### src/rtl/adder_pipe_pkg.sv
// Shared constants, mode type and elaboration helper for the generic pipelined adder.
package adder_pipe_pkg;

  localparam int MAX_STAGES = 8;

  typedef enum logic {
    OP_ADD = 1'b0,
    OP_SUB = 1'b1
  } adder_op_e;

  // Returns 0 for a non-positive stage count so range checks never divide by zero.
  function automatic int chunk_width(input int width, input int stages);
    if (stages <= 0) return 0;
    return width / stages;
  endfunction

endpackage

### src/rtl/adder_pipe_slice.sv
// One stage of adder_pipe_gen: CW-bit add/sub with registered partial sum and carry.
// With ADDER_PIPE_OVF_EN defined, the MSB slice also registers signed overflow.
module adder_pipe_slice
  import adder_pipe_pkg::*;
#(
  parameter int CW = 16
`ifdef ADDER_PIPE_OVF_EN
  , parameter bit IS_MSB = 1'b0
`endif
) (
  input  logic          clk,
  input  logic          rst,
  input  logic          en,
  input  logic [CW-1:0] a,
  input  logic [CW-1:0] b,
  input  adder_op_e     op,
  input  logic          cin,
  output logic [CW-1:0] sum_q,
  output logic          cout_q
`ifdef ADDER_PIPE_OVF_EN
  , output logic        ovf_q
`endif
);

  logic [CW-1:0] b_eff;
  logic [CW-1:0] sum_d;
  logic          cout_d;

  always_comb begin
    b_eff           = (op == OP_SUB) ? ~b : b;
    {cout_d, sum_d} = {1'b0, a} + {1'b0, b_eff} + {{CW{1'b0}}, cin};
  end

  always_ff @(posedge clk or posedge rst) begin
    if (rst) begin
      sum_q  <= '0;
      cout_q <= 1'b0;
    end else if (en) begin
      sum_q  <= sum_d;
      cout_q <= cout_d;
    end
  end

`ifdef ADDER_PIPE_OVF_EN
  logic ovf_d;

  // The carry into the MSB is recovered as a ^ b ^ sum at that bit position.
  always_comb begin
    ovf_d = IS_MSB ? (a[CW-1] ^ b_eff[CW-1] ^ sum_d[CW-1] ^ cout_d) : 1'b0;
  end

  always_ff @(posedge clk or posedge rst) begin
    if (rst)     ovf_q <= 1'b0;
    else if (en) ovf_q <= ovf_d;
  end
`endif

endmodule

### src/rtl/adder_pipe_gen.sv
// Parametrised pipelined adder/subtractor: one CW-bit chunk per stage, operands skewed in,
// results deskewed out, whole-pipe stall on out_ready. ADDER_PIPE_OVF_EN adds the ovf output.
module adder_pipe_gen
  import adder_pipe_pkg::*;
#(
  parameter int WIDTH  = 64,
  parameter int STAGES = 4
) (
  input  logic             clk,
  input  logic             rst,
  input  logic             in_valid,
  output logic             in_ready,
  input  logic [WIDTH-1:0] op0,
  input  logic [WIDTH-1:0] op1,
  input  logic             sub,
  output logic             out_valid,
  input  logic             out_ready,
  output logic [WIDTH-1:0] sum,
  output logic             cout
`ifdef ADDER_PIPE_OVF_EN
  , output logic           ovf
`endif
);

  localparam int CW = chunk_width(WIDTH, STAGES);

  if (STAGES < 1 || STAGES > MAX_STAGES || CW * STAGES != WIDTH) begin : g_param_check
    $error("adder_pipe_gen: WIDTH=%0d STAGES=%0d is not a legal configuration", WIDTH, STAGES);
  end

  logic              en;
  adder_op_e         op_in;
  logic [STAGES-1:0] valid_q, valid_d;
  logic [STAGES-1:0] carry_s;
  logic [WIDTH-1:0]  sum_aligned;
  logic              out_valid_q, out_valid_d;
  logic [WIDTH-1:0]  sum_q, sum_d;
  logic              cout_q, cout_d;

  assign en        = out_ready || !out_valid_q;
  assign in_ready  = en;
  assign op_in     = sub ? OP_SUB : OP_ADD;
  assign out_valid = out_valid_q;
  assign sum       = sum_q;
  assign cout      = cout_q;

`ifdef ADDER_PIPE_OVF_EN
  logic [STAGES-1:0] ovf_s;
`endif

  for (genvar k = 0; k < STAGES; k++) begin : g_chunk
    logic [2*CW:0]  vec_in;
    logic [2*CW:0]  vec_stage;
    logic           cin;
    logic [CW-1:0]  part_sum;

    // Each skew entry carries the mode bit alongside this chunk's operands.
    assign vec_in = {op_in, op1[k*CW +: CW], op0[k*CW +: CW]};

    if (k == 0) begin : g_first
      assign vec_stage = vec_in;
      assign cin       = vec_stage[2*CW];
    end else begin : g_skew
      logic [2*CW:0] skew_q [k];
      logic [2*CW:0] skew_d [k];

      always_comb begin
        skew_d[0] = vec_in;
        for (int j = 1; j < k; j++) skew_d[j] = skew_q[j-1];
      end

      always_ff @(posedge clk or posedge rst) begin
        if (rst)     skew_q <= '{default: '0};
        else if (en) skew_q <= skew_d;
      end

      assign vec_stage = skew_q[k-1];
      assign cin       = carry_s[k-1];
    end

    adder_pipe_slice #(
      .CW(CW)
`ifdef ADDER_PIPE_OVF_EN
      , .IS_MSB(k == STAGES - 1)
`endif
    ) u_slice (
      .clk    (clk),
      .rst    (rst),
      .en     (en),
      .a      (vec_stage[CW-1:0]),
      .b      (vec_stage[2*CW-1:CW]),
      .op     (adder_op_e'(vec_stage[2*CW])),
      .cin    (cin),
      .sum_q  (part_sum),
      .cout_q (carry_s[k])
`ifdef ADDER_PIPE_OVF_EN
      , .ovf_q (ovf_s[k])
`endif
    );

    if (k == STAGES - 1) begin : g_last
      assign sum_aligned[k*CW +: CW] = part_sum;
    end else begin : g_deskew
      localparam int D = STAGES - 1 - k;
      logic [CW-1:0] deskew_q [D];
      logic [CW-1:0] deskew_d [D];

      always_comb begin
        deskew_d[0] = part_sum;
        for (int j = 1; j < D; j++) deskew_d[j] = deskew_q[j-1];
      end

      always_ff @(posedge clk or posedge rst) begin
        if (rst)     deskew_q <= '{default: '0};
        else if (en) deskew_q <= deskew_d;
      end

      assign sum_aligned[k*CW +: CW] = deskew_q[D-1];
    end
  end

  always_comb begin
    valid_d     = valid_q << 1;
    valid_d[0]  = in_valid;
    out_valid_d = valid_q[STAGES-1];
    sum_d       = sum_aligned;
    cout_d      = carry_s[STAGES-1];
  end

  always_ff @(posedge clk or posedge rst) begin
    if (rst) begin
      valid_q     <= '0;
      out_valid_q <= 1'b0;
      sum_q       <= '0;
      cout_q      <= 1'b0;
    end else if (en) begin
      valid_q     <= valid_d;
      out_valid_q <= out_valid_d;
      sum_q       <= sum_d;
      cout_q      <= cout_d;
    end
  end

`ifdef ADDER_PIPE_OVF_EN
  logic ovf_q, ovf_d;

  // Only the MSB slice drives a non-zero overflow bit.
  always_comb begin
    ovf_d = |ovf_s;
  end

  always_ff @(posedge clk or posedge rst) begin
    if (rst)     ovf_q <= 1'b0;
    else if (en) ovf_q <= ovf_d;
  end

  assign ovf = ovf_q;
`endif

endmodule

### config.mk
export PLATFORM = sky130hd
export DESIGN_NAME = adder_pipe_gen
export DESIGN_NICKNAME = d
export VERILOG_FILES = /design/src/rtl/adder_pipe_pkg.sv /design/src/rtl/adder_pipe_slice.sv /design/src/rtl/adder_pipe_gen.sv
export SDC_FILE = /design/constraint.sdc
export NUM_CORES = 1
export LEC_CHECK = 0
export CORE_ASPECT_RATIO = 2
export CORE_MARGIN = 5
export CORE_UTILIZATION = 45
export CTS_BUF_LIST = sky130_fd_sc_hd__clkbuf_16
export DETAILED_ROUTE_END_ITERATION = 6
export DONT_BUFFER_PORTS = 1
export PLACE_DENSITY = 0.64
export SYNTH_ARGS = -nofsm -noshare
export SYNTH_HDL_FRONTEND = slang
export SYNTH_SLANG_ARGS = --single-unit
### constraint.sdc
create_clock -name clk -period 18.05 [get_ports clk]
set_input_delay 3.61 -clock clk [delete_from_list [all_inputs] [get_ports clk]]
set_output_delay 3.61 -clock clk [all_outputs]
set_load 0.005 [all_outputs]
==> reports/qor.yml <==
flow_run:
  maxCapViolations: 0
global_routing:
  grt_pass1_wl_um: 69000
  antenna_found_initial: 1
  track_usage_pct: 17.6
  grt_max_degree: 188
  first_global_vias: 13732
  grt_overflow: 0
pwr:
  cellLeakagePower_nw: 10.9
  power_density_nw_per_um2: 200
  switchingPower_mw: 1.63
  comb_power_share_pct: 40.4
  p_clk_share_pct: 19.9
  pwr-share-seq_pct: 39.7
  internal_power_mw: 2.58
  p_total_mw: 4.21
  switching_share_pct: 38.8
  peakVddDrop_v: 0.000100
cts:
  ctsHoldBuffers: 0
  cts_buffers: 40
  cts_sinks: 429
  cts_setup_buffers: 0
  clk_pin_slew_ns: 0.07
  cts_tree: "yes"
  cts_resized: 0
  clock_latency_ns: 0.53
  h-tree-depth: 2
  cts-root-buf: "clkbuf_16"
  clockBufferDepth: 3
sta:
  setup_viol: 0
  final.setup.tns_ns: 0
  max_freq_mhz: 118
  rsz0062_at_grt: "false"
  slew_violations: 0
  holdWs_ns: 0.463
  finalCriticalPeriod_ns: 8.51
  period_share_pct: 47.1
  final_hold_viol_count: 0
  finalClockSkew_ns: 0.0156
  slew_headroom_pct: 27.4
  worst_slew_pin_slew_ns: 1.09
  fin_ws_ns: 9.54
drt:
  drc: 0
  wl_per_cell_um: 15.3
  postRouteAntennaNets: 0
  firstDrtPassIters: 7
  wl_um: 41700
  viasPerCell: 5.03
  drtIter0Drc: 674
  vias: 13715
layout:
  areaGrowthSynthToFinish_pct: 8.80
  fin_util_pct: 49.4
  most-common-layout-cells: "nand2_1, dfrtp_1, xor2_1"
  fin_cells: 2725
  layout_commonest_cell: "nand2_1"
  nNetsFinal: 2352
  final_area_um2: 21000
  layout-drive-gt1-share_pct: 3.53
floorplanning:
  fp.dieH_um: 303
  core_area_um2: 42600
  start_util_pct: 45.4
  num_rows: 107
  fp.dieW_um: 157
  dieArea_um2: 47400
  io_pins: 200
place:
  dp_worst_setup_slack_ns: 9.53
  placement.io_buffers: 0
  dp_hpwl_um: 28200
  dpl_cell_area_um2: 19700
  dp_cells: 2655
  gp_congestion: 0.864
min_path:
  hold_path.class: "reg -> reg"
synthesis:
  synthesis.area_um2: 19300
  synth.avg_cell_area_um2: 8.77
  netlist_instances: 2202
  synth-edff-count: 0
  synth_nets: 2402
  yosys_most_used_dff: "dfrtp_1"
  yosysSeqAreaShare_pct: 55.6
  ys_warn_count: 0
  synth.top_cell.area_share_pct: 55.6
  synth.area.top_cells: "dfrtp_1, nand2_1, ha_1"
  synth-seq-cells: 429
  synth_top_area_cell: "dfrtp_1"
  synth.distinct_cells: 60
  async_flop_share_pct: 100
worst_setup_path:
  startpoint_type: "input port"
  crit_arrival_ns: 4.90
  cp.required_ns: 14.44
  endpoint_kind: "output port"
  path_class: "in -> out"
  path_max_fanout: 96
status:
  status: "completed"
-- final cells by class --
cell class              instances  area (um2)
clock inverters                28         249
repair buffers                 14         118
multi-input cells            1637        8080
inverters                      30         128
diodes                          1        2.50
flip-flops and latches        429       10700
well taps                     545         682
fillers                      4149       21600
clock buffers                  41        1030
-- layer usage --
layer / vias to the layer above / routed length (um) / track usage [%]
met5: - / 0 / 0
met4: 0 / 1230 / 5.98
met3: 73 / 2170 / 3.41
met2: 263 / 21600 / 31.2
met1: 6492 / 16700 / 21.3
li1: 6887 / - / -
-- worst paths after layout --
path	start	slack, ns	end	cells after the start
max	out_ready	9.54	in_ready	3
min	g_chunk[3].g_skew.skew_d[17]$_DFFE_PP0P_	0.46	g_chunk[3].vec_stage[17]$_DFFE_PP0P_	2
max reg2reg	out_valid$_DFFE_PP0P_	13.72	g_chunk[2].u_slice.sum_q[4]$_DFFE_PP0P_	7
min reg2reg	g_chunk[3].g_skew.skew_d[17]$_DFFE_PP0P_	0.46	g_chunk[3].vec_stage[17]$_DFFE_PP0P_	2
max in group asynchronous	rst	12.54	sum[10]$_DFFE_PP0P_	3
min in group asynchronous	rst	3.05	sum[27]$_DFFE_PP0P_	1
-- cell usage after synthesis (all sizes together), types with 14 or more instances --
cell type,number
o21a,19
xnor2,21
inv,30
clkbuf,93
o21ai,52
nand2,1123
nor2,55
xor2,81
a21o,14
nor3,14
dfrtp,429
a21oi,57
ha,60
-- cells by family (layout without fill, tap and decap cells) --
logic type / count (synthesis) / count (layout) / share of synthesized area [%]
buffers and inverters: 136 / 113 / 2.65
and+or+nand+nor: 1253 / 1253 / 25.3
DFF: 429 / 429 / 55.6
muxes: 2 / 2 / 0.104
adders and majority gates: 67 / 67 / 4.61
xor gates and xnor gates: 102 / 102 / 4.62
other: 0 / 1 / 0
AOI/OAI and AO/OA: 213 / 213 / 7.10
-- power by group through the flow --
| stage | Combinational (mW) | Sequential [mW] | Clock (mW) |
|---|---|---|---|
| 6_report | 1.70 | 1.67 | 0.839 |
| 5_1_grt | 1.96 | 1.73 | 0.902 |
| 3_5_place_dp | 1.71 | 1.70 | 0 |
| 2_1_floorplan | 1.39 | 1.60 | 0 |
| 4_1_cts | 1.73 | 1.68 | 0.871 |
| 3_3_place_gp | 1.66 | 1.68 | 0 |
-- flip-flops by register name, summed over array words and instances, names as in the netlist --
| name | cells |
|---|---|
| cout | 1 |
| g_chunk.g_deskew.deskew_d | 48 |
| g_chunk.g_deskew.deskew_q | 48 |
| g_chunk.g_skew.skew_d | 96 |
| g_chunk.g_skew.skew_q | 33 |
| g_chunk.u_slice.cout_q | 4 |
| g_chunk.u_slice.sum_q | 64 |
| g_chunk.vec_stage | 66 |
| out_valid | 1 |
| sum | 64 |
| valid_q | 4 |
-- worst max-delay path, stage by stage --
cell and delay [ns]:
nor2b_4 0.08, buf_4 0.70, inv_8 0.41
No activity file was read; power rests on OpenSTA's default activity.
